==> src/rtl/uart_pkg.sv <==
// uart_pkg: shared UART definitions for the RX and TX paths.
// Holds the RX FSM state type, legal prescale values, frame sizing and parity.
package uart_pkg;
  typedef enum logic [2:0] {IDLE, START, DATA, PARITY, STOP} rx_state_e;
  localparam logic [5:0] PRE_8  = 6'd8;
  localparam logic [5:0] PRE_16 = 6'd16;
  localparam logic [5:0] PRE_32 = 6'd32;
  function automatic int frame_bits(input int dw, input logic pen);
    return dw + 2 + int'(pen);
  endfunction
  // Any ratio other than the two larger legal ones falls back to 8.
  function automatic logic [5:0] norm_prescale(input logic [5:0] p);
    return (p == PRE_16 || p == PRE_32) ? p : PRE_8;
  endfunction
  function automatic logic calc_parity(input logic [31:0] d, input logic typ);
    return ^d ^ typ;
  endfunction
endpackage

==> src/rtl/uart_rx_sampler.sv <==
// uart_rx_sampler: mid-bit 3-sample majority vote.
// The third sample is the live line at the decision edge, so the vote is ready that same cycle.
module uart_rx_sampler (
  input  logic       CLK,
  input  logic       RST,
  input  logic       RX_IN,
  input  logic [5:0] edge_cnt,
  input  logic [5:0] prescale,
  output logic       sampled_bit,
  output logic       sample_done
);
  logic [5:0] w_half;
  logic       r_s0, r_s1;
  assign w_half      = prescale >> 1;
  assign sample_done = edge_cnt == w_half + 6'd1;
  assign sampled_bit = (r_s0 & r_s1) | (r_s0 & RX_IN) | (r_s1 & RX_IN);
  always_ff @(posedge CLK or negedge RST)
    if (!RST) begin
      r_s0 <= 1'b1;
      r_s1 <= 1'b1;
    end else begin
      if (edge_cnt == w_half - 6'd1) r_s0 <= RX_IN;
      if (edge_cnt == w_half) r_s1 <= RX_IN;
    end
endmodule

==> src/rtl/uart_rx_frame.sv <==
// uart_rx_frame: UART receive frame engine (oversampled start/data/parity/stop).
// Strobes fire one cycle after the last stop-bit edge so a new start can be taken in that same cycle.
module uart_rx_frame
  import uart_pkg::*;
#(
  parameter int DATA_WIDTH = 8
) (
  input  logic                  CLK,
  input  logic                  RST,
  input  logic                  RX_IN,
  input  logic [5:0]            prescale,
  input  logic                  PAR_EN,
  input  logic                  PAR_TYP,
  output logic [DATA_WIDTH-1:0] P_DATA,
  output logic                  data_valid,
  output logic                  par_err,
  output logic                  stp_err
);
  localparam int BW = $clog2(DATA_WIDTH);
  rx_state_e             r_state;
  logic [5:0]            r_edge, r_pre;
  logic [BW-1:0]         r_bit;
  logic [DATA_WIDTH-1:0] r_shift;
  logic                  r_pen, r_ptyp, r_perr, r_serr, r_fin;
  logic                  w_bit, w_done, w_last, w_err;
  assign w_last = r_edge == r_pre - 6'd1;
  assign w_err  = r_perr | r_serr;
  uart_rx_sampler u_sampler (
    .CLK        (CLK),
    .RST        (RST),
    .RX_IN      (RX_IN),
    .edge_cnt   (r_edge),
    .prescale   (r_pre),
    .sampled_bit(w_bit),
    .sample_done(w_done)
  );
  always_ff @(posedge CLK or negedge RST)
    if (!RST) begin
      r_state    <= IDLE;
      r_edge     <= '0;
      r_pre      <= PRE_8;
      r_bit      <= '0;
      r_shift    <= '0;
      r_pen      <= 1'b0;
      r_ptyp     <= 1'b0;
      r_perr     <= 1'b0;
      r_serr     <= 1'b0;
      r_fin      <= 1'b0;
      P_DATA     <= '0;
      data_valid <= 1'b0;
      par_err    <= 1'b0;
      stp_err    <= 1'b0;
    end else begin
      data_valid <= r_fin & ~w_err;
      par_err    <= r_fin & r_perr;
      stp_err    <= r_fin & r_serr;
      if (r_fin && !w_err) P_DATA <= r_shift;
      r_fin  <= 1'b0;
      r_edge <= (r_state == IDLE || w_last) ? '0 : r_edge + 6'd1;
      case (r_state)
        IDLE:
          if (!RX_IN) begin
            r_state <= START;
            r_edge  <= 6'd1;
            r_pre   <= norm_prescale(prescale);
            r_pen   <= PAR_EN;
            r_ptyp  <= PAR_TYP;
            r_bit   <= '0;
            r_perr  <= 1'b0;
            r_serr  <= 1'b0;
          end
        START:
          if (w_done && w_bit) begin
            r_state <= IDLE;
            r_edge  <= '0;
          end else if (w_last) r_state <= DATA;
        DATA: begin
          if (w_done) r_shift <= {w_bit, r_shift[DATA_WIDTH-1:1]};
          if (w_last) begin
            r_bit <= r_bit + 1'b1;
            if (r_bit == BW'(DATA_WIDTH - 1)) r_state <= r_pen ? PARITY : STOP;
          end
        end
        PARITY: begin
          if (w_done) r_perr <= w_bit != calc_parity(32'(r_shift), r_ptyp);
          if (w_last) r_state <= STOP;
        end
        STOP: begin
          if (w_done) r_serr <= ~w_bit;
          if (w_last) begin
            r_state <= IDLE;
            r_fin   <= 1'b1;
          end
        end
        default: r_state <= IDLE;
      endcase
    end
endmodule

==> config.mk <==
export PLATFORM = sky130hd
export DESIGN_NAME = uart_rx_frame
export DESIGN_NICKNAME = d
export VERILOG_FILES = /design/src/rtl/uart_pkg.sv /design/src/rtl/uart_rx_sampler.sv /design/src/rtl/uart_rx_frame.sv
export SDC_FILE = /design/constraint.sdc
export NUM_CORES = 1
export LEC_CHECK = 0
export BUFFER_PORTS_ARGS = -buffer_cell sky130_fd_sc_hd__buf_2
export CAP_MARGIN = 10
export CORE_ASPECT_RATIO = 1.25
export CORE_MARGIN = 3
export CORE_UTILIZATION = 50
export CTS_BUF_LIST = sky130_fd_sc_hd__clkbuf_16
export DETAILED_ROUTE_END_ITERATION = 6
export PLACE_DENSITY_LB_ADDON = 0.05
export SLEW_MARGIN = 0
export SYNTH_ARGS = -nofsm -noshare
export SYNTH_HDL_FRONTEND = slang
export SYNTH_SLANG_ARGS = --single-unit
==> constraint.sdc <==
create_clock -name CLK -period 2.7 [get_ports CLK]
set_input_delay 0.675 -clock CLK [delete_from_list [all_inputs] [get_ports CLK]]
set_output_delay 0.675 -clock CLK [all_outputs]
set_load 0.02 [all_outputs]
Word-level counts from Yosys, hierarchy flattened
Index checks and enable logic that the tools add are counted.
W data, S select, Z words.
- input bits: 11
- logic and storage cells: 94
- bits in registers: 44
- output and inout port bits: 11
- eq/ne operators: 20
- add/subtract/negate cells: 5
- mux-type cells: 24
- reduce and logical (&&, ||, !) cells: 16
- bitwise gates (word level): 13
- operators with widths (kind ; number):
    $reduce_xor A32 Y1 ; 1
    $mux W3 ; 10
    $mux W6 ; 4
    $eq A6 B6 Y1 ; 3
    $pmux W3 S5 ; 1
    $ne A2 B2 Y1 const B ; 7
    $pmux W6 S2 ; 1
    $reduce_and A3 Y1 ; 3
    $add A5 B1 Y6 const B ; 1
    $add A6 B1 Y6 const B ; 1
    $and A1 B1 Y1 ; 6
    $eq A3 B2 Y1 const B ; 2
    $eq A3 B3 Y1 const B ; 2
    $eq A6 B5 Y1 ; 1
    $eq A6 B5 Y1 const B ; 1
    $eq A6 B6 Y1 const B ; 1
    $pmux W3 S2 ; 1
    $reduce_and A6 Y1 ; 1
    $reduce_bool A2 Y1 ; 3
    $sub A5 B1 Y6 const B ; 1
    $sub A6 B1 Y6 const B ; 1
    $mux W1 ; 5
    $pmux W1 S2 ; 2
    $reduce_and A2 Y1 ; 2
    11 further kinds ; 17

Longest topological paths before layout
Gate-level depths: netlist of run 1.
- word-level depth: 6
- depth in mapped cells: 8
- depth with buffers taken out: 8

Cells and area by module
Synthesis of run 1 repeated with hierarchy kept, for this count alone.
- cells, all modules: 231
- area, all modules: 2402.3 um2
- modules (own cells, without submodules) (module ; cells each ; seq. area each (um2) ; instances ; area each (um2)):
    uart_rx_frame ; 183 ; 1052.3 ; 1 ; 2009.4
    uart_rx_sampler ; 48 ; 52.6 ; 1 ; 392.9

Worst setup path after synthesis of run 1
No wires, ideal clock.
- kind: register to register
- from: register r_pre[2]
- to: register r_state[0]
- library setup time: 0.121 ns
- clock period less this slack: 2.272 ns
- path buffers: 0
- slack: 0.428 ns
- cell stages (with the launch flop): 9
- required time: 2.579 ns
- arrival: 2.151 ns
- cells stage by stage: dfrtp_1 > inv_1 > ha_1 > a21boi_0 > xnor2_1 > nand3_1 > nor3_2 > a221oi_1 > a22o_1
- cells in the longest elaborated chain, start to end: 5
- ends and longest elaborated chain (item ; line ; RTL):
    start: declaration ; uart_rx_frame.sv:21 ; logic [5:0] r_edge, r_pre;
    start signal: assignment ; uart_rx_frame.sv:65 ; r_pre <= norm_prescale(prescale);
    $add A5 B1 Y6 ; uart_rx_sampler.sv:15 ; assign sample_done = edge_cnt == w_half + 6'd1;
    $eq A6 B6 Y1 ; uart_rx_sampler.sv:15 ;
    $logic_and A1 B1 Y1 ; uart_rx_frame.sv:73 ; if (w_done && w_bit) begin
    $ne A3 B3 Y1 (no line) or $mux W3 (tied branches) ; n/a ;
    $reduce_and A6 Y1 (no line) or $pmux W3 S5 (tied branches) ; n/a ;
    end signal: assignment ; uart_rx_frame.sv:81 ; if (r_bit == BW'(DATA_WIDTH - 1)) r_state <= r_pen ? PARITY : STOP;
    end: declaration ; uart_rx_frame.sv:20 ; rx_state_e r_state;
Parallel ways exist; a longest one is shown, timed or not.
A chain may end at the register's enable or synchronous reset.

Final worst setup path of run 1
- from: register r_pre[2]
- to: register r_shift[1]
- cells in the longest elaborated chain, start to end: 3
- ends and longest elaborated chain (item ; line ; RTL):
    $add A5 B1 Y6 ; uart_rx_sampler.sv:15 ;
    $eq A6 B6 Y1 ; uart_rx_sampler.sv:15 ;
    $reduce_and A2 Y1 (no line) ; n/a ;
    end signal: assignment ; uart_rx_frame.sv:78 ; if (w_done) r_shift <= {w_bit, r_shift[DATA_WIDTH-1:1]};
    end: declaration ; uart_rx_frame.sv:23 ; logic [DATA_WIDTH-1:0] r_shift;
No other way between the ends.

==> impl_results.rst, run 1 <==
.. list-table::
   :header-rows: 1

   * - Metric
     - Value
   * - Result of the run
     - finished clean
   * - Layout Skew
     - 0.00483 ns
   * - RSZ-0062 raised after global routing
     - no
   * - Total Routing Usage GR
     - 19.3%
   * - Final setup violation count
     - 0
   * - Pin count of the biggest net entering global routing
     - 29
   * - Count of flip-flops with a built-in enable after synthesis
     - 0
   * - Period Utilization, post-route
     - 92.3%
   * - Maximum fanout along the worst path
     - 8
   * - Remaining routing DRC violations
     - 0
   * - Number of antenna repair diodes
     - 0
   * - Peak per-stage delay on the critical path
     - 0.48 ns
   * - Leak Pwr
     - 1.32 nW
   * - TritonCTS sink count
     - 44
   * - Wirelength per Cell
     - 16.2 um
   * - Sort of element at the end of the critical path
     - flop
   * - CP startpoint kind
     - flop
   * - First-pass GRT wire length
     - 8.40 mm
   * - Die H
     - 83.9 um
   * - Vias in the first global route
     - 1806
   * - Number of endpoints with negative hold slack in the final report
     - 0
   * - Horizontal die dimension
     - 68.4 um
   * - Syn. warnings
     - 0
   * - Leading cell types by count after synthesis
     - sky130_fd_sc_hd__dfrtp_1, sky130_fd_sc_hd__mux2_2, sky130_fd_sc_hd__xnor2_1
   * - Post-detailed-route count of antenna-violating nets
     - 0
   * - DRT iter0 DRCs
     - 54
   * - Fraction of synthesized cell area taken by the top area cell type
     - 42.2%
   * - Effective utilization at floorplan
     - 53.3%
   * - CP max stage cell
     - sky130_fd_sc_hd__nor4_4
   * - Largest cells by area after synthesis
     - sky130_fd_sc_hd__dfrtp_1, sky130_fd_sc_hd__mux2_2, sky130_fd_sc_hd__xnor2_1, sky130_fd_sc_hd__xor2_1, sky130_fd_sc_hd__ha_1
   * - Core footprint
     - 4560 um2
   * - Final Instance Area
     - 2780 um2
   * - Power per cell area
     - 773 nW/um2
   * - Number of max-cap violations
     - 0
   * - Worst relative slew slack
     - 59.2%
   * - Root cell of the clock tree
     - sky130_fd_sc_hd__clkbuf_16
   * - Dominant cell by count in the synthesized netlist
     - sky130_fd_sc_hd__dfrtp_1
   * - Number of cell rows
     - 27
   * - Worst hold slack
     - 0.399 ns
   * - Data arrival time at the worst-slack endpoint
     - 2.66 ns
   * - Data required time of the critical path
     - 2.87 ns
   * - Sequential-to-total area share from yosys stat
     - 45.5%
   * - Average cell area after synthesis
     - 11.0 um2
   * - Cell accounting for the most synthesized area
     - sky130_fd_sc_hd__dfrtp_1
   * - Hold-fix buffer count after cts
     - 0
   * - Fraction of final layout cells with drive strength greater than 1
     - 26.3%
   * - H-tree Lvls
     - 2
   * - Net count after synthesis
     - 239
   * - Clock latency on the worst-skew pair
     - 0.28 ns
   * - Cells along the critical path
     - inv_1 -> ha_1 -> xor2_1 -> nor3b_2 -> nand3_2 -> nor4_4 -> mux2_2
   * - Distinct cells, synth
     - 47
   * - Largest vdd supply drop
     - 396 uV
   * - DR vias/cell
     - 5.67
   * - Worst min-delay path class
     - input pin to asynchronous set/reset pin
   * - Asr flop ratio synth
     - 100%
   * - Area after detailed placement
     - 2600 um2
   * - Number of CTS-inserted buffers
     - 5
   * - Overall power consumption
     - 0.00215 W
   * - Initial antenna violation count
     - 0
   * - Register bit count reported by yosys
     - 44
   * - Total number of vias
     - 1728
   * - Maximum clock rate
     - 401 MHz
   * - Die area
     - 5740 um2
   * - Crit path setup slack, layout
     - 0.207 ns
   * - Global route overflow
     - 0
   * - Final-layout fill cell count
     - 398
   * - Cell count after synthesis
     - 221
   * - Net total in the final layout
     - 264
   * - Synthesized cell area
     - 2430 um2
   * - Clock-pin slew on the worst setup and hold paths
     - 0.06 ns
   * - Pre-antenna DRT Iters
     - 4
   * - Setup TNS
     - 0 ns
   * - IO Count
     - 22
   * - Placer Congestion
     - 0.871
   * - Ys flop type
     - sky130_fd_sc_hd__dfrtp_1
   * - Max Slew Vio Count
     - 0
   * - Pre-CTS setup slack
     - 0.158 ns
   * - Final worst path period need
     - 2.49 ns
   * - Slew @ Worst Pin
     - 0.613 ns
   * - CTS tree
     - done
   * - Area growth from synthesis to layout
     - 14.3%
   * - Routed wire length
     - 4.93 mm
   * - Number of I/O port buffers
     - 21
   * - Critical path class
     - flop to flop
   * - Buffer levels on the longest clock path
     - 2
   * - Hpwl dp
     - 3.78 mm
## sequential cells by signal, indices dropped and copies added, names as in the netlist, 3 cells and up
| signal | count |
|---|---|
| r_bit | 3 |
| P_DATA | 8 |
| r_state | 3 |
| r_shift | 8 |
| r_pre | 6 |
| r_edge | 6 |
## worst paths after layout
kind,startpoint,end,slack (ns),cells past startpoint
max in group asynchronous,RST,r_shift[0],1.73,2
worst max-delay path,r_pre[2],r_shift[1],0.21,7
worst min register to register,P_DATA[1],P_DATA[1],0.50,1
min in group CLK,P_DATA[1],P_DATA[1],0.50,1
worst min-delay path,RST,r_edge[1],0.40,1
worst max register to register,r_pre[2],r_shift[1],0.21,7
## metal layers
layer	share of wire, %	vias to the layer above	track usage (%)
met3	2.6	8	4.85
met4	2.0	0	7.59
met5	0	-	0
met1	40	861	22.2
li1	-	836	-
met2	55	23	33.2
## power by group
part	switching [W]	internal (W)	leakage [nW]	total (W)
Clock	0.000249	0.000439	0.0840	0.000688
Sequential	0.000142	0.000750	0.593	0.000891
Combinational	0.000300	0.000267	0.639	0.000567
## per-stage QoR
stage	utilization [%]	instances
floorplan	-	221
global placement	57.0	297
detailed placement	57.0	297
CTS	60.7	305
global route	60.9	305
finish	60.9	305
## final cells by class
class | instances | area, um2 | area share (%)
inverter | 8 | 30.0 | 1.08
sequential | 44 | 1100 | 39.8
tap | 58 | 72.6 | 2.61
multi-input combinational | 160 | 1250 | 44.9
clock inverter | 3 | 47.5 | 1.71
clock buffer | 5 | 125 | 4.51
timing repair buffer | 27 | 150 | 5.41
## worst max-delay path, delay by kind of cell (launching register included)
kind,cells,cell delay [ns]
buffers and inverters,1,0.14
flip-flops,1,0.45
AND/OR/NAND/NOR,3,0.88
adder cells (fa/ha/maj),1,0.31
multiplexers,1,0.41
XOR/XNOR,1,0.18
## placed cells by master, fill, tap and decap left out, types with 2 or more instances in the layout
master,n
sky130_fd_sc_hd__mux2_2,21
sky130_fd_sc_hd__dfstp_2,3
sky130_fd_sc_hd__o21ai_0,7
sky130_fd_sc_hd__and3_1,2
sky130_fd_sc_hd__and2_1,5
sky130_fd_sc_hd__xnor2_1,17
sky130_fd_sc_hd__ha_1,7
sky130_fd_sc_hd__buf_4,6
sky130_fd_sc_hd__buf_2,21
sky130_fd_sc_hd__nor3_1,6
sky130_fd_sc_hd__a21oi_1,6
sky130_fd_sc_hd__nand2_1,12
sky130_fd_sc_hd__a22o_1,3
sky130_fd_sc_hd__inv_1,8
sky130_fd_sc_hd__dfrtp_1,41
sky130_fd_sc_hd__nor4_1,2
sky130_fd_sc_hd__nand3_1,10
sky130_fd_sc_hd__mux2i_1,4
sky130_fd_sc_hd__xor2_1,15
sky130_fd_sc_hd__clkinv_4,2
sky130_fd_sc_hd__clkbuf_16,5
sky130_fd_sc_hd__nor2_1,15
sky130_fd_sc_hd__o211ai_1,2
## cells by family after synthesis
family          after synthesis  share of synthesized area, %
compound gates               32                          9.06
xor+xnor                     33                          12.7
simple gates                 62                          13.9
flops                        44                          45.5
fa+ha+maj                     8                          4.02
mux                          25                          11.4
buf+inv                      17                          3.50
## repair_timing
action                                  CTS  global route
buffers inserted                          0             0
gates resized for setup                   0             2
endpoints found under the hold margin     0             0
endpoints found under the setup margin    0             5
Power figures use the tool's default switching activity.
==> run 2, diff against run 1 <==
--- a/config.mk
+++ b/config.mk
@@ -7,7 +7,6 @@
 export LEC_CHECK = 0
 export BUFFER_PORTS_ARGS = -buffer_cell sky130_fd_sc_hd__buf_2
 export CAP_MARGIN = 10
-export CORE_ASPECT_RATIO = 1.25
 export CORE_MARGIN = 3
 export CORE_UTILIZATION = 50
 export CTS_BUF_LIST = sky130_fd_sc_hd__clkbuf_16
==> run 2 against run 1 <==
Via count is 1.3% higher. Final cell count is 2.0% higher. Core utilization rose by 0.27 points. Hold slack got worse by 0.17 ns.
==> impl_results.rst, run 2 (synthesized netlist as in run 1, its figures left out) <==
.. list-table::
   :header-rows: 1

   * - Metric
     - Value
   * - First-pass GRT wire length
     - 8.08 mm (-3.9%)
   * - Root cell of the clock tree
     - sky130_fd_sc_hd__clkbuf_16
   * - Number of max-cap violations
     - 0 (unchanged)
   * - Initial antenna violation count
     - 0 (unchanged)
   * - Buffer levels on the longest clock path
     - 2 (unchanged)
   * - Number of I/O port buffers
     - 21 (unchanged)
   * - H-tree Lvls
     - 2 (unchanged)
   * - CTS tree
     - done
   * - Most frequent cells in the layout
     - sky130_fd_sc_hd__dfrtp_1, sky130_fd_sc_hd__mux2_2, sky130_fd_sc_hd__buf_2
   * - Total Routing Usage GR
     - 18.8% (-0.48 points)
   * - Biggest registers after layout
     - P_DATA: 8 flops, r_shift: 8 flops
   * - Horizontal die dimension
     - 75.7 um (+11%)
   * - Peak per-stage delay on the critical path
     - 0.48 ns (about the same)
   * - Data required time of the critical path
     - 2.87 ns (about the same)
   * - Crit path setup slack, layout
     - 0.210 ns (+0.00254 ns)
   * - Most common cell after layout, fill and taps aside
     - sky130_fd_sc_hd__dfrtp_1
   * - RSZ-0062 raised after global routing
     - no
   * - Final Instance Area
     - 2770 um2 (-0.14%)
   * - Die area
     - 5730 um2 (about the same)
   * - Remaining routing DRC violations
     - 0 (unchanged)
   * - Pin count of the biggest net entering global routing
     - 22 (-24%)
   * - Pre-antenna DRT Iters
     - 4 (unchanged)
   * - Global route overflow
     - 0 (unchanged)
   * - DR vias/cell
     - 5.63 (-0.62%)
   * - Leak Pwr
     - 1.31 nW (-0.52%)
   * - Worst relative slew slack
     - 60.2% (+1.0 points)
   * - Clock latency on the worst-skew pair
     - 0.28 ns (about the same)
   * - Number of cell rows
     - 24 (-11%)
   * - Vias in the first global route
     - 1688 (-6.5%)
   * - Area growth from synthesis to layout
     - 14.1%
   * - Final setup violation count
     - 0 (unchanged)
   * - Routed wire length
     - 4.83 mm (-2.1%)
   * - CP max stage cell
     - sky130_fd_sc_hd__nor4_4
   * - Area after detailed placement
     - 2600 um2 (about the same)
   * - Critical path class
     - flop to flop
   * - Die H
     - 75.7 um (-9.8%)
   * - Power per cell area
     - 768 nW/um2 (-0.69%)
   * - Number of CTS-inserted buffers
     - 5 (unchanged)
   * - Cells along the critical path
     - inv_1 -> ha_1 -> xor2_1 -> nor3b_2 -> nand3_2 -> nor4_4 -> mux2_2
   * - Sort of element at the end of the critical path
     - flop
   * - CP startpoint kind
     - flop
   * - Worst min-delay path class
     - input pin to asynchronous set/reset pin
   * - Number of antenna repair diodes
     - 0 (unchanged)
   * - Net total in the final layout
     - 263 (-0.38%)
   * - Hpwl dp
     - 3.63 mm (-4.0%)
   * - Result of the run
     - finished clean
   * - Placer Congestion
     - 0.893 (+2.6%)
   * - Worst hold slack
     - 0.231 ns (-0.168 ns)
   * - Final worst path period need
     - 2.49 ns (-0.00254 ns)
   * - Max Slew Vio Count
     - 0 (unchanged)
   * - Slew @ Worst Pin
     - 0.593 ns (-0.0200 ns)
   * - Post-detailed-route count of antenna-violating nets
     - 0 (unchanged)
   * - Maximum fanout along the worst path
     - 8 (unchanged)
   * - Largest vdd supply drop
     - 426 uV (+7.6%)
   * - Total number of vias
     - 1751 (+1.3%)
   * - Final core area utilization
     - 61.1% (+0.27 points)
   * - Clock-pin slew on the worst setup and hold paths
     - 0.06 ns (about the same)
   * - Post-CTS setup buffer count
     - 0 (unchanged)
   * - DRT iter0 DRCs
     - 134 (+150%)
   * - Wirelength per Cell
     - 15.5 um (-4.0%)
   * - Final-layout fill cell count
     - 365 (-8.3%)
   * - Setup TNS
     - 0 ns (unchanged)
   * - IO Count
     - 22 (unchanged)
   * - TritonCTS sink count
     - 44 (unchanged)
   * - Core footprint
     - 4530 um2 (-0.58%)
   * - Data arrival time at the worst-slack endpoint
     - 2.66 ns (about the same)
   * - Maximum clock rate
     - 402 MHz (+0.10%)
   * - Pre-CTS setup slack
     - 0.182 ns (+0.0236 ns)
   * - Fraction of final layout cells with drive strength greater than 1
     - 25.6% (-0.71 points)
   * - Period Utilization, post-route
     - 92.2% (-0.094 points)
   * - Number of endpoints with negative hold slack in the final report
     - 0 (unchanged)
   * - Layout Skew
     - 0.00339 ns (-0.00145 ns)
   * - Effective utilization at floorplan
     - 53.6% (+0.31 points)
## run 2: cell types whose count changed in the layout (fill, tap and decap cells not counted)
cell,before,now
sky130_fd_sc_hd__clkinv_4,2,1
sky130_fd_sc_hd__buf_4,6,5
sky130_fd_sc_hd__a21boi_1,1,0
sky130_fd_sc_hd__clkinv_1,0,1
sky130_fd_sc_hd__a21boi_0,1,2
## run 2: power by group
group / internal, W / total [W] / switching [W]
clock: 0.000434 / 0.000676 / 0.000242
combinational: 0.000260 / 0.000561 / 0.000301
sequential: 0.000750 / 0.000891 / 0.000142
total: 0.00144 / 0.00213 / 0.000685
## run 2: layout make-up
class                   instances  area [um2]  share of cell area, %
clock buffers                   5         125                   4.51
multi-input cells             160        1250                   44.9
well taps                      65        81.3                   2.93
repair buffers                 26         143                   5.14
clock inverters                 3        42.5                   1.53
inverters                       8        30.0                   1.08
flip-flops and latches         44        1100                   39.8
## run 2: worst paths after layout
path	cells past startpoint	slack (ns)	endpoint	from
worst max-delay path	7	0.21	r_shift[5]	r_pre[2]
min in group CLK	1	0.50	par_err	r_fin
worst min register to register	1	0.50	par_err	r_fin
max in group asynchronous	2	1.93	r_pre[3]	RST
worst max register to register	7	0.21	r_shift[5]	r_pre[2]
worst min-delay path	1	0.23	r_state[2]	RST
## run 2: critical path: cells and delay by family (launching register included)
family	cells	cell delay (ns)
flops	1	0.46
simple gates	3	0.88
fa+ha+maj	1	0.31
buf+inv	1	0.14
mux	1	0.40
xor+xnor	1	0.18
## run 2: layer usage
layer	up-vias	routed length, um	track usage [%]
met5	-	0	0
met4	0	117	6.80
met3	13	319	4.22
met2	71	2280	29.1
met1	841	2120	26.1
li1	826	-	-
## run 2: per-stage QoR
step           instances  total power, W
2_1_floorplan        221         0.00130
3_3_place_gp         303         0.00142
3_5_place_dp         303         0.00145
4_1_cts              311         0.00214
5_1_grt              311         0.00226
6_report             311         0.00213
## run 2: what timing repair did
action | CTS | global route
endpoints found under the setup margin | 0 | 2
resized for setup | 0 | 1
hold buffers | 0 | 0
==> run 3, diff against run 2 <==
--- a/config.mk
+++ b/config.mk
@@ -15,4 +15,5 @@
 export SLEW_MARGIN = 0
 export SYNTH_ARGS = -nofsm -noshare
 export SYNTH_HDL_FRONTEND = slang
+export SYNTH_HIERARCHICAL = 1
 export SYNTH_SLANG_ARGS = --single-unit
==> run 3 against run 2 <==
Total power grew 1.4%. Core utilization grew 2.9 points. Register-to-register slack lost 0.06 ns. Sequential share of layout area shrank 1.6 points. Critical path depth is the same. Largest power group unchanged.
==> impl_results.rst, run 3 <==
.. list-table::
   :header-rows: 1

   * - Metric
     - Value
   * - Net count after synthesis
     - 248 (+3.8%)
   * - Effective utilization at floorplan
     - 53.3% (-0.25 points)
   * - Number of antenna repair diodes
     - 0 (unchanged)
   * - Final worst path period need
     - 2.55 ns (+0.0623 ns)
   * - Hold-fix buffer count after cts
     - 0 (unchanged)
   * - RSZ-0062 raised after global routing
     - yes
   * - Number of max-cap violations
     - 0 (unchanged)
   * - Most frequent cells in the layout
     - sky130_fd_sc_hd__dfrtp_1, sky130_fd_sc_hd__nor2_1, sky130_fd_sc_hd__nand2_1, sky130_fd_sc_hd__buf_2
   * - Leading cell types by count after synthesis
     - sky130_fd_sc_hd__dfrtp_1, sky130_fd_sc_hd__nor2_1, sky130_fd_sc_hd__nand2_1
   * - Ys flop type
     - sky130_fd_sc_hd__dfrtp_1
   * - Maximum fanout along the worst path
     - 8 (unchanged)
   * - Wirelength per Cell
     - 14.8 um (-4.8%)
   * - Fraction of final layout cells with drive strength greater than 1
     - 29.7% (+4.1 points)
   * - Die H
     - 75.3 um (-0.52%)
   * - Slew @ Worst Pin
     - 0.694 ns (+0.101 ns)
   * - Synthesized cell area
     - 2400 um2 (-1.1%)
   * - Data arrival time at the worst-slack endpoint
     - 2.72 ns (+0.06 ns)
   * - Final setup violation count
     - 0 (unchanged)
   * - Inst Count DP
     - 316 (+4.3%)
   * - Layout Skew
     - 0.00439 ns (+0.000996 ns)
   * - Fraction of synthesized cell area taken by the top area cell type
     - 42.7% (+0.48 points)
   * - First-pass GRT wire length
     - 8.26 mm (+2.2%)
   * - Clock latency on the worst-skew pair
     - 0.28 ns (about the same)
   * - Biggest registers after layout
     - P_DATA: 8 flops, r_shift: 8 flops
   * - Number of endpoints with negative hold slack in the final report
     - 0 (unchanged)
   * - Clock-pin slew on the worst setup and hold paths
     - 0.06 ns (about the same)
   * - Vias in the first global route
     - 1716 (+1.7%)
   * - IO Count
     - 22 (unchanged)
   * - CTS tree
     - done
   * - Remaining routing DRC violations
     - 0 (unchanged)
   * - Sequential power share
     - 38.9% (-3.0 points)
   * - Final-layout fill cell count
     - 386 (+5.8%)
   * - Buffering stage count on the worst path with inverters included
     - 1 (unchanged)
   * - Buffer levels on the longest clock path
     - 2 (unchanged)
   * - Register-to-register setup slack
     - 0.15 ns (-0.06 ns)
   * - Die area
     - 5670 um2 (-1.0%)
   * - Most common cell after layout, fill and taps aside
     - sky130_fd_sc_hd__dfrtp_1
   * - Power per cell area
     - 748 nW/um2 (-2.6%)
   * - Cell type group with the largest total delay on the critical path
     - simple AND/OR/NAND/NOR gates
   * - Multiplexer share of the synthesized area
     - 11.0% (-0.39 points)
   * - CP startpoint kind
     - flop
   * - Worst min-delay path class
     - input pin to asynchronous set/reset pin
   * - Placer Congestion
     - 0.807 (-9.6%)
   * - CP max stage cell
     - sky130_fd_sc_hd__or4b_1
   * - Count of flip-flops with a built-in enable after synthesis
     - 0 (unchanged)
   * - Asr flop ratio synth
     - 100% (unchanged)
   * - Xor/xnor cell area share of the yosys netlist
     - 11.3% (-1.4 points)
   * - Leak Pwr
     - 1.36 nW (+3.9%)
   * - Period Utilization, post-route
     - 94.5% (+2.3 points)
   * - Max Slew Vio Count
     - 0 (unchanged)
   * - Hpwl dp
     - 3.56 mm (-1.8%)
   * - Area fraction in compound gates after synthesis
     - 8.54% (-0.52 points)
   * - Pin count of the biggest net entering global routing
     - 18 (-18%)
   * - Largest cells by area after synthesis
     - sky130_fd_sc_hd__dfrtp_1, sky130_fd_sc_hd__mux2_2, sky130_fd_sc_hd__xnor2_1, sky130_fd_sc_hd__nor2_1, sky130_fd_sc_hd__xor2_1
   * - Maximum clock rate
     - 392 MHz (-2.4%)
   * - Average cell area after synthesis
     - 10.4 um2 (-5.4%)
   * - Register area
     - 1100 um2 (unchanged)
   * - TritonCTS sink count
     - 44 (unchanged)
   * - Register bit count reported by yosys
     - 44 (unchanged)
   * - Sort of element at the end of the critical path
     - flop
   * - Sequential-to-total area share from yosys stat
     - 46.0% (+0.52 points)
   * - Peak per-stage delay on the critical path
     - 0.56 ns (+0.08 ns)
   * - Part of the total power dissipated in the clock network
     - 31.3% (-0.5 points)
   * - Number of I/O port buffers
     - 21 (unchanged)
   * - Initial antenna violation count
     - 0 (unchanged)
   * - Adder-cell area share of the yosys netlist
     - 3.54% (-0.47 points)
   * - Total number of vias
     - 1787 (+2.1%)
   * - Number of CTS-inserted buffers
     - 5 (unchanged)
   * - Cells along the critical path
     - xnor2_1 -> or4b_1 -> a2111oi_4 -> buf_4 -> nand2_1 -> nor2_4 -> mux2_2
   * - Horizontal die dimension
     - 75.3 um (-0.52%)
   * - Overall power consumption
     - 0.00216 W (+1.4%)
   * - Root cell of the clock tree
     - sky130_fd_sc_hd__clkbuf_16
   * - Total Routing Usage GR
     - 19.0% (+0.20 points)
   * - Routed wire length
     - 4.81 mm (-0.48%)
   * - DR vias/cell
     - 5.50 (-2.3%)
   * - Syn. warnings
     - 6 (+6)
   * - H-tree Lvls
     - 2 (unchanged)
   * - Pre-CTS setup slack
     - 0.0501 ns (-0.132 ns)
   * - Net total in the final layout
     - 289 (+9.9%)
   * - Distinct cells, synth
     - 45 (-4.3%)
   * - Cell accounting for the most synthesized area
     - sky130_fd_sc_hd__dfrtp_1
   * - Sw frac
     - 31.7% (-0.42 points)
   * - Post-detailed-route count of antenna-violating nets
     - 0 (unchanged)
   * - Combined area of the multi-input logic cells
     - 1260 um2 (+1.4%)
   * - Data required time of the critical path
     - 2.87 ns (about the same)
   * - Global route overflow
     - 0 (unchanged)
   * - Combinational family with the most area after synthesis
     - simple AND/OR/NAND/NOR gates
   * - Critical path class
     - flop to flop
   * - Crit path setup slack, layout
     - 0.148 ns (-0.0623 ns)
   * - Number of cell rows
     - 24 (unchanged)
   * - Worst relative slew slack
     - 52.5% (-7.7 points)
   * - DRT iter0 DRCs
     - 60 (-55%)
   * - Psw
     - 0.000685 W (about the same)
   * - Largest vdd supply drop
     - 554 uV (+30%)
   * - Core footprint
     - 4500 um2 (-0.66%)
   * - Internal power of the cells
     - 0.00147 W (+2.0%)
   * - Share of total power in combinational logic
     - 29.8% (+3.4 points)
   * - Pre-antenna DRT Iters
     - 4 (unchanged)
   * - Fraction of the mapped netlist area in simple logic gates
     - 17.1% (+3.2 points)
   * - Area growth from synthesis to layout
     - 20.2%
   * - Cell count after synthesis
     - 231 (+4.5%)
   * - Result of the run
     - finished clean
   * - Finished Layout Cells
     - 325 (+4.5%)
   * - Dominant cell by count in the synthesized netlist
     - sky130_fd_sc_hd__dfrtp_1
==> run 3: per-stage QoR <==
stage / utilization (%) / hold slack, ns / cell area, um2 / setup TNS, ns
6_report: 64.1 / 0.295 / 2890 / 0
5_1_grt: 64.1 / 0.312 / 2890 / -0.0386
4_1_cts: 63.7 / 0.310 / 2870 / 0
3_5_place_dp: 60.0 / 0.482 / 2700 / 0
3_3_place_gp: 60.0 / 0.472 / 2700 / 0
2_1_floorplan: - / 0.379 / 2420 / -0.00192
==> run 3: per-layer routing <==
| layer | wire [um] | up-vias | part of all wire (%) | global-route usage [%] |
|---|---|---|---|---|
| met5 | 0 | - | 0 | 0 |
| met4 | 15 | 0 | 0.31 | 4.08 |
| met3 | 241 | 2 | 5.0 | 3.17 |
| met2 | 2250 | 43 | 47 | 29.8 |
| met1 | 2300 | 855 | 48 | 27.9 |
| li1 | - | 887 | - | - |
==> run 3: cells by family after synthesis <==
logic type,Yosys count
simple gates,82
flops,44
xor+xnor,30
compound gates,28
mux,24
buf+inv,16
fa+ha+maj,7
==> run 3: area by class of cell <==
cell class | instances | share of cell area (%)
Multi-Input combinational cell | 171 | 43.8
Timing Repair Buffer | 40 | 8.58
Sequential cell | 44 | 38.3
Clock inverter | 3 | 1.47
Clock buffer | 5 | 4.33
Tap cell | 52 | 2.25
Inverter | 10 | 1.30
==> run 3: worst paths after layout <==
check                           startpoint              to  depth (start not counted)
worst max-delay path             r_edge[4]      r_shift[1]                          7
worst min-delay path                   RST        r_pre[1]                          1
worst max register to register   r_edge[4]      r_shift[1]                          7
worst min register to register    r_bit[0]        r_bit[0]                          1
max in group asynchronous              RST  u_sampler/r_s1                          2
min in group CLK                  r_bit[0]        r_bit[0]                          1
==> run 3: repair_timing <==
| item | in CTS | in global routing |
|---|---|---|
| resized for setup | 1 | 4 |
| endpoints found under the setup margin | 1 | 15 |
| pin swaps | 0 | 2 |
| setup buffers | 0 | 1 |
==> run 3: power groups by stage <==
stage / combinational [W] / sequential, W / clock, W
final: 0.000643 / 0.000839 / 0.000677
after global routing: 0.000719 / 0.000856 / 0.000714
after CTS: 0.000634 / 0.000837 / 0.000690
after detailed placement: 0.000623 / 0.000848 / 0
after global placement: 0.000620 / 0.000851 / 0
after floorplan: 0.000453 / 0.000820 / 0
